[src/rtl/pc_sequencer.sv]
`default_nettype none
// pc_sequencer: owns the MIPS32 PC, selects the next PC each cycle and freezes
// the core in HALT/TRAP on break or fault.  Rev 1.0
module pc_sequencer #(
  parameter logic [31:0] RESET_PC   = 32'h0040_0000,
  parameter int unsigned IMEM_WORDS = 1024
) (
  input  logic        CLK,
  input  logic        reset,
  input  logic [31:0] instr,
  input  logic [31:0] rs_val,
  input  logic [31:0] rt_val,
  input  logic        dec_illegal,
  input  logic        stall,
  output logic [31:0] pc,
  output logic [31:0] pc_plus4,
  output logic        link_we,
  output logic [4:0]  link_addr,
  output logic [31:0] link_val,
  output logic        invpc,
  output logic        iOp,
  output logic [1:0]  state,
  output logic [2:0]  error,
  output logic [31:0] trap_pc
);

  typedef enum logic [1:0] {
    ST_RUN  = 2'd0,
    ST_HALT = 2'd1,
    ST_TRAP = 2'd2
  } state_t;

  localparam logic [2:0] ERR_NONE  = 3'd0;
  localparam logic [2:0] ERR_INVPC = 3'd1;
  localparam logic [2:0] ERR_ILLOP = 3'd2;

  localparam logic [5:0] OP_SPECIAL = 6'h00;
  localparam logic [5:0] OP_REGIMM  = 6'h01;
  localparam logic [5:0] OP_J       = 6'h02;
  localparam logic [5:0] OP_JAL     = 6'h03;
  localparam logic [5:0] OP_BEQ     = 6'h04;
  localparam logic [5:0] OP_BNE     = 6'h05;
  localparam logic [5:0] OP_BLEZ    = 6'h06;
  localparam logic [5:0] OP_BGTZ    = 6'h07;

  localparam logic [5:0] FN_JR    = 6'h08;
  localparam logic [5:0] FN_JALR  = 6'h09;
  localparam logic [5:0] FN_BREAK = 6'h0D;

  localparam logic [4:0] RT_BLTZ = 5'd0;
  localparam logic [4:0] RT_BGEZ = 5'd1;
  localparam logic [4:0] RA_REG  = 5'd31;

  // One bit wider than the PC so the window end cannot overflow.
  localparam logic [32:0] PC_LIMIT = {1'b0, RESET_PC} + 33'(4 * IMEM_WORDS);

  state_t      state_q, state_d;
  logic [31:0] pc_q, pc_d;
  logic [2:0]  error_q, error_d;
  logic [31:0] trap_pc_q, trap_pc_d;

  logic [5:0]  opcode;
  logic [5:0]  funct;
  logic [4:0]  rt_field;
  logic        is_special;
  logic        is_jr;
  logic        is_jalr;
  logic        is_break;
  logic        is_j;
  logic        is_jal;
  logic        is_regimm;
  logic        br_taken;
  logic [31:0] br_target;
  logic [31:0] jump_target;
  logic [31:0] next_pc;
  logic        run_cycle;
  logic        unused_shamt;

  assign opcode     = instr[31:26];
  assign funct      = instr[5:0];
  assign rt_field   = instr[20:16];
  assign is_special = (opcode == OP_SPECIAL);
  assign is_jr      = is_special && (funct == FN_JR);
  assign is_jalr    = is_special && (funct == FN_JALR);
  assign is_break   = is_special && (funct == FN_BREAK);
  assign is_j       = (opcode == OP_J);
  assign is_jal     = (opcode == OP_JAL);
  assign is_regimm  = (opcode == OP_REGIMM);
  assign unused_shamt = &{1'b0, instr[10:6]};

  assign pc_plus4    = pc_q + 32'd4;
  assign br_target   = pc_plus4 + {{14{instr[15]}}, instr[15:0], 2'b00};
  assign jump_target = {pc_plus4[31:28], instr[25:0], 2'b00};

  assign invpc = (pc_q[1:0] != 2'b00) || (pc_q < RESET_PC) || ({1'b0, pc_q} >= PC_LIMIT);
  assign iOp   = dec_illegal || (is_regimm && (rt_field != RT_BLTZ) && (rt_field != RT_BGEZ));

  always_comb begin
    br_taken = 1'b0;
    case (opcode)
      OP_BEQ:    br_taken = (rs_val == rt_val);
      OP_BNE:    br_taken = (rs_val != rt_val);
      OP_BLEZ:   br_taken = ($signed(rs_val) <= 0);
      OP_BGTZ:   br_taken = ($signed(rs_val) > 0);
      OP_REGIMM: br_taken = ((rt_field == RT_BLTZ) &&  rs_val[31]) ||
                            ((rt_field == RT_BGEZ) && !rs_val[31]);
      default:   br_taken = 1'b0;
    endcase
  end

  always_comb begin
    if (is_jr || is_jalr) begin
      next_pc = rs_val;
    end else if (is_j || is_jal) begin
      next_pc = jump_target;
    end else if (br_taken) begin
      next_pc = br_target;
    end else begin
      next_pc = pc_plus4;
    end
  end

  assign run_cycle = (state_q == ST_RUN) && !stall;

  assign link_we   = (is_jal || is_jalr) && run_cycle && !reset && !invpc && !iOp;
  assign link_addr = is_jal ? RA_REG : instr[15:11];
  assign link_val  = pc_plus4;

  // Fault priority: bad PC beats illegal opcode beats break.
  always_comb begin
    state_d   = state_q;
    pc_d      = pc_q;
    error_d   = error_q;
    trap_pc_d = trap_pc_q;
    if (run_cycle) begin
      if (invpc) begin
        state_d   = ST_TRAP;
        error_d   = ERR_INVPC;
        trap_pc_d = pc_q;
      end else if (iOp) begin
        state_d   = ST_TRAP;
        error_d   = ERR_ILLOP;
        trap_pc_d = pc_q;
      end else if (is_break) begin
        state_d   = ST_HALT;
        trap_pc_d = pc_q;
      end else begin
        pc_d = next_pc;
      end
    end
  end

  always_ff @(posedge CLK) begin
    if (reset) begin
      state_q   <= ST_RUN;
      pc_q      <= RESET_PC;
      error_q   <= ERR_NONE;
      trap_pc_q <= 32'd0;
    end else begin
      state_q   <= state_d;
      pc_q      <= pc_d;
      error_q   <= error_d;
      trap_pc_q <= trap_pc_d;
    end
  end

  assign pc      = pc_q;
  assign state   = state_q;
  assign error   = error_q;
  assign trap_pc = trap_pc_q;

endmodule
`default_nettype wire
[config.mk]
export PLATFORM = sky130hd
export DESIGN_NAME = pc_sequencer
export DESIGN_NICKNAME = d
export VERILOG_FILES = /design/src/rtl/pc_sequencer.sv
export SDC_FILE = /design/constraint.sdc
export NUM_CORES = 1
export LEC_CHECK = 0
export ABC_AREA = 1
export CAP_MARGIN = 30
export CORE_ASPECT_RATIO = 1.4
export CORE_MARGIN = 4
export CORE_UTILIZATION = 50
export CTS_BUF_LIST = sky130_fd_sc_hd__clkbuf_8
export CTS_CLUSTER_SIZE = 30
export DETAILED_ROUTE_END_ITERATION = 7
export PLACE_DENSITY = 0.95
export SLEW_MARGIN = 20
export SYNTH_ARGS = -nofsm -noshare
export SYNTH_HDL_FRONTEND = slang
export SYNTH_SLANG_ARGS = --single-unit
[constraint.sdc]
create_clock -name CLK -period 4.4 [get_ports CLK]
set_input_delay 1.32 -clock CLK [delete_from_list [all_inputs] [get_ports CLK]]
set_output_delay 1.32 -clock CLK [all_outputs]
set_load 0.01 [all_outputs]
==> impl_metrics.py <==
metrics = {
    "worst_hold_path": {
        "holdCritStartpoint": "trap_pc[22]$_SDFFE_PP0P_",
        "worst_hold_path_type": "reg -> reg",
    },
    "floorplanning": {
        "pin_count": 241,
        "die_area_sq_um": 16360,
        "die-width_microns": 109.2,
        "core_sq_um": 13970,
        "fp-row-count": 51,
        "start_util_pct": 51.35,
        "die_h_microns": 149.7,
    },
    "timing": {
        "slew_headroom_pct": 47.12,
        "clock.fmax_mhz": 231.1,
        "setup_viol": 0,
        "skew_ps": 7.305,
        "slew_viol_final": 0,
        "tightest_slew_ps": 793.2,
        "hold_ws_ps": 469.0,
        "hold_viol_final": 0,
        "period_needed_ps": 4328,
        "post-route-period-util_pct": 98.36,
    },
    "synthesis": {
        "syn_area_per_cell_sq_um": 5.985,
        "yosys_warnings": 0,
        "synth_top_flop_cell": "dfxtp_1",
        "postSynthCellCount": 1199,
        "netlist_area_sq_um": 7176,
        "ys_seq_area_share_pct": 18.97,
        "ys_ff_latch": 68,
        "synth_edf_count": 0,
        "syn_nets": 1337,
        "synth-async-reset-ratio_pct": 0,
        "synth_cell_types": 44,
    },
    "setup_path": {
        "crit_arrival_ps": 3010,
        "cp_common_cell": "clkdlybuf4s50_1",
        "crit_fanout": 3,
        "r2r_cells": 22,
        "slowest_delay_ps": 540,
        "worstReg2RegStart": "pc[7]$_SDFFE_PP0P_",
        "critPathLaunchType": "primary input",
        "cp_top_family": "buffers and inverters",
        "crit_type": "in -> out",
        "reg2reg_slack_ps": 600,
        "critical_path_buf_inv_count": 4,
        "worst_setup_path_end_kind": "output pin",
        "critPathLaunch": "instr[26]",
        "worst-path-stages": 7,
        "crit_chain": "clkdlybuf4s50_1 > inv_1 > nor2_4 > nand3_2 > o21bai_4 > buf_4 > clkdlybuf4s50_1",
        "cpMaxStageDelayCell": "clkdlybuf4s50_1",
        "required_ps": 3080,
        "endpoint": "iOp",
        "r2r-end": "pc[19]$_SDFFE_PP0P_",
    },
    "placed_design": {
        "port_buffers": 239,
        "place_congestion": 1.022,
        "place_hpwl_microns": 22840,
        "place_area_sq_um": 9625,
    },
    "grt": {
        "grt_pass1_vias": 8628,
        "grt_max_degree": 69,
        "grt-ovfl-total": 0,
        "antenna_found_initial": 0,
        "grt_usage_pct": 33.36,
        "grt_pass1_wl_microns": 42920,
    },
    "clock_tree": {
        "postCtsHoldBufs": 0,
        "cts-htree-levels": 3,
        "root_buffer": "clkbuf_8",
        "cts_sinks": 68,
        "cts_tree": "yes",
        "clk_pin_slew_ps": 70,
        "clock_latency_ps": 360,
        "cts_buffers": 9,
        "clock_path_buffers": 2,
    },
    "drt": {
        "routed_wl_microns": 28420,
        "post_drt_wl_per_cell_microns": 17.65,
        "vias_per_cell": 5.633,
        "drtAntennaViolNets": 0,
        "drcViolationCount": 0,
        "vias": 9069,
        "dr.pass1.iters": 8,
        "drt-initial-drc-count": 883,
    },
    "cells_and_area": {
        "seq_area_sq_um": 1364,
        "n_fill_cell": 1095,
        "drive_gt1_share_pct": 7.860,
        "antenna_cells": 0,
        "nNetsFinal": 1558,
        "multiInputGateArea_sq_um": 4813,
        "layout.cells.most_common": "nand2_1",
        "final_area_sq_um": 9931,
        "final_cell_mix": "nand2_1 (331), clkdlybuf4s50_1 (232), nor2_1 (143)",
        "areaGrowthSynthToFinish_pct": 38.40,
    },
    "power": {
        "vdd_drop_max_v": 0.0001578,
        "power.leakage_nw": 4.643,
        "power.density_nw_per_um2": 211.3,
    },
    "status": {
        "status": "completed",
    },
    "job": {
        "max_cap_violations": 0,
    },
}
==> through the flow <==
step / TNS (ps) / instances / worst slack, ps / utilization [%] / total power, W
2_1_floorplan: 0 / 1199 / 439.3 / - / 0.001135
3_3_place_gp: -519.1 / 1591 / -431.0 / 68.88 / 0.001471
3_5_place_dp: -570.6 / 1591 / -418.0 / 68.88 / 0.001489
4_1_cts: -13.27 / 1607 / -5.512 / 70.69 / 0.002072
5_1_grt: -8.511 / 1610 / -8.511 / 71.06 / 0.002187
6_report: 0 / 1610 / 72.04 / 71.06 / 0.002098
==> cell usage after synthesis, types with 2 or more instances <==
| master | instances | area [sq um] |
|---|---|---|
| nand2_4 | 2 | 22.52 |
| nand3_4 | 2 | 35.03 |
| o211ai_1 | 2 | 15.01 |
| o21bai_1 | 5 | 37.54 |
| dfxtp_1 | 68 | 1361 |
| nor3_1 | 20 | 100.1 |
| nand3_1 | 84 | 420.4 |
| ha_1 | 37 | 462.9 |
| nor2_4 | 2 | 22.52 |
| nand2_1 | 331 | 1242 |
| a211oi_2 | 10 | 125.1 |
| and3_1 | 2 | 12.51 |
| a22oi_1 | 5 | 37.54 |
| nand4_2 | 2 | 25.02 |
| clkbuf_1 | 15 | 56.30 |
| buf_2 | 9 | 45.04 |
| nor4_1 | 2 | 12.51 |
| o21ai_0 | 23 | 115.1 |
| buf_4 | 39 | 292.8 |
| xor2_1 | 31 | 271.5 |
| nand3b_1 | 7 | 52.55 |
| a211oi_1 | 18 | 135.1 |
| buf_6 | 3 | 33.78 |
| or2_2 | 2 | 12.51 |
| inv_2 | 23 | 86.33 |
| nor2_2 | 2 | 12.51 |
| inv_1 | 137 | 514.2 |
| a21oi_1 | 107 | 535.5 |
| nand4_1 | 25 | 156.4 |
| a21o_1 | 2 | 15.01 |
| xnor2_1 | 25 | 219.0 |
| nor3_2 | 2 | 20.02 |
| nor2_1 | 144 | 540.5 |
==> registers in the layout, indices dropped and copies added, names as in the netlist <==
register  count
error         2
pc           32
state         2
trap_pc      32
==> cell families (layout without fill, tap and decap cells) <==
| kind of cell | Yosys count | after routing | synth area share [%] |
|---|---|---|---|
| and+or+nand+nor | 634 | 634 | 38.52 |
| buffers and inverters | 227 | 453 | 14.39 |
| AOI/OAI and AO/OA | 175 | 175 | 14.51 |
| DFF | 68 | 68 | 18.97 |
| adders and majority gates | 38 | 38 | 6.731 |
| other | 1 | 1 | 0.05226 |
| xor gates and xnor gates | 56 | 56 | 6.835 |
==> worst min-delay path by stage <==
stage | cells after the start | slack, ps | to
global route | 2 | 480 | trap_pc[22]$_SDFFE_PP0P_
detailed placement | 2 | 460 | trap_pc[22]$_SDFFE_PP0P_
floorplan | 2 | 490 | trap_pc[10]$_SDFFE_PP0P_
finish | 2 | 470 | trap_pc[22]$_SDFFE_PP0P_
CTS | 2 | 470 | trap_pc[22]$_SDFFE_PP0P_
global placement | 2 | 450 | trap_pc[22]$_SDFFE_PP0P_
==> timing repair <==
| item | 4_1_cts | 5_1_grt |
|---|---|---|
| pin swaps | 2 | 1 |
| setup buffers | 0 | 2 |
| setup endpoints to repair | 3 | 8 |
| resized for setup | 11 | 10 |
==> power by group <==
| group | switching [W] | internal [W] | total (W) |
|---|---|---|---|
| combinational | 0.000432 | 0.000373 | 0.000805 |
| clock | 0.000246 | 0.000347 | 0.000593 |
| sequential | 0.0000365 | 0.000664 | 0.000700 |
| total | 0.000714 | 0.00138 | 0.00210 |
==> layer usage <==
layer | share of wire (%) | GRT usage (%)
met3 | 8.5 | 5.050
met5 | 0 | 0
met4 | 7.0 | 20.40
met1 | 35 | 38.04
met2 | 49 | 57.66
==> final cells by class <==
class,instances,share of cell area [%]
timing repair buffer,277,27.13
clock buffer,11,1.525
tap,185,2.331
inverter,160,6.048
sequential,68,13.73
clock inverter,5,0.7686
multi-input combinational,904,48.47
==> worst min-delay path: stages (launching register included) <==
cell     delay [ps]
dfxtp_1         310
nand2_1          60
a21oi_1          50
No activity file was read; power rests on OpenSTA's default activity.
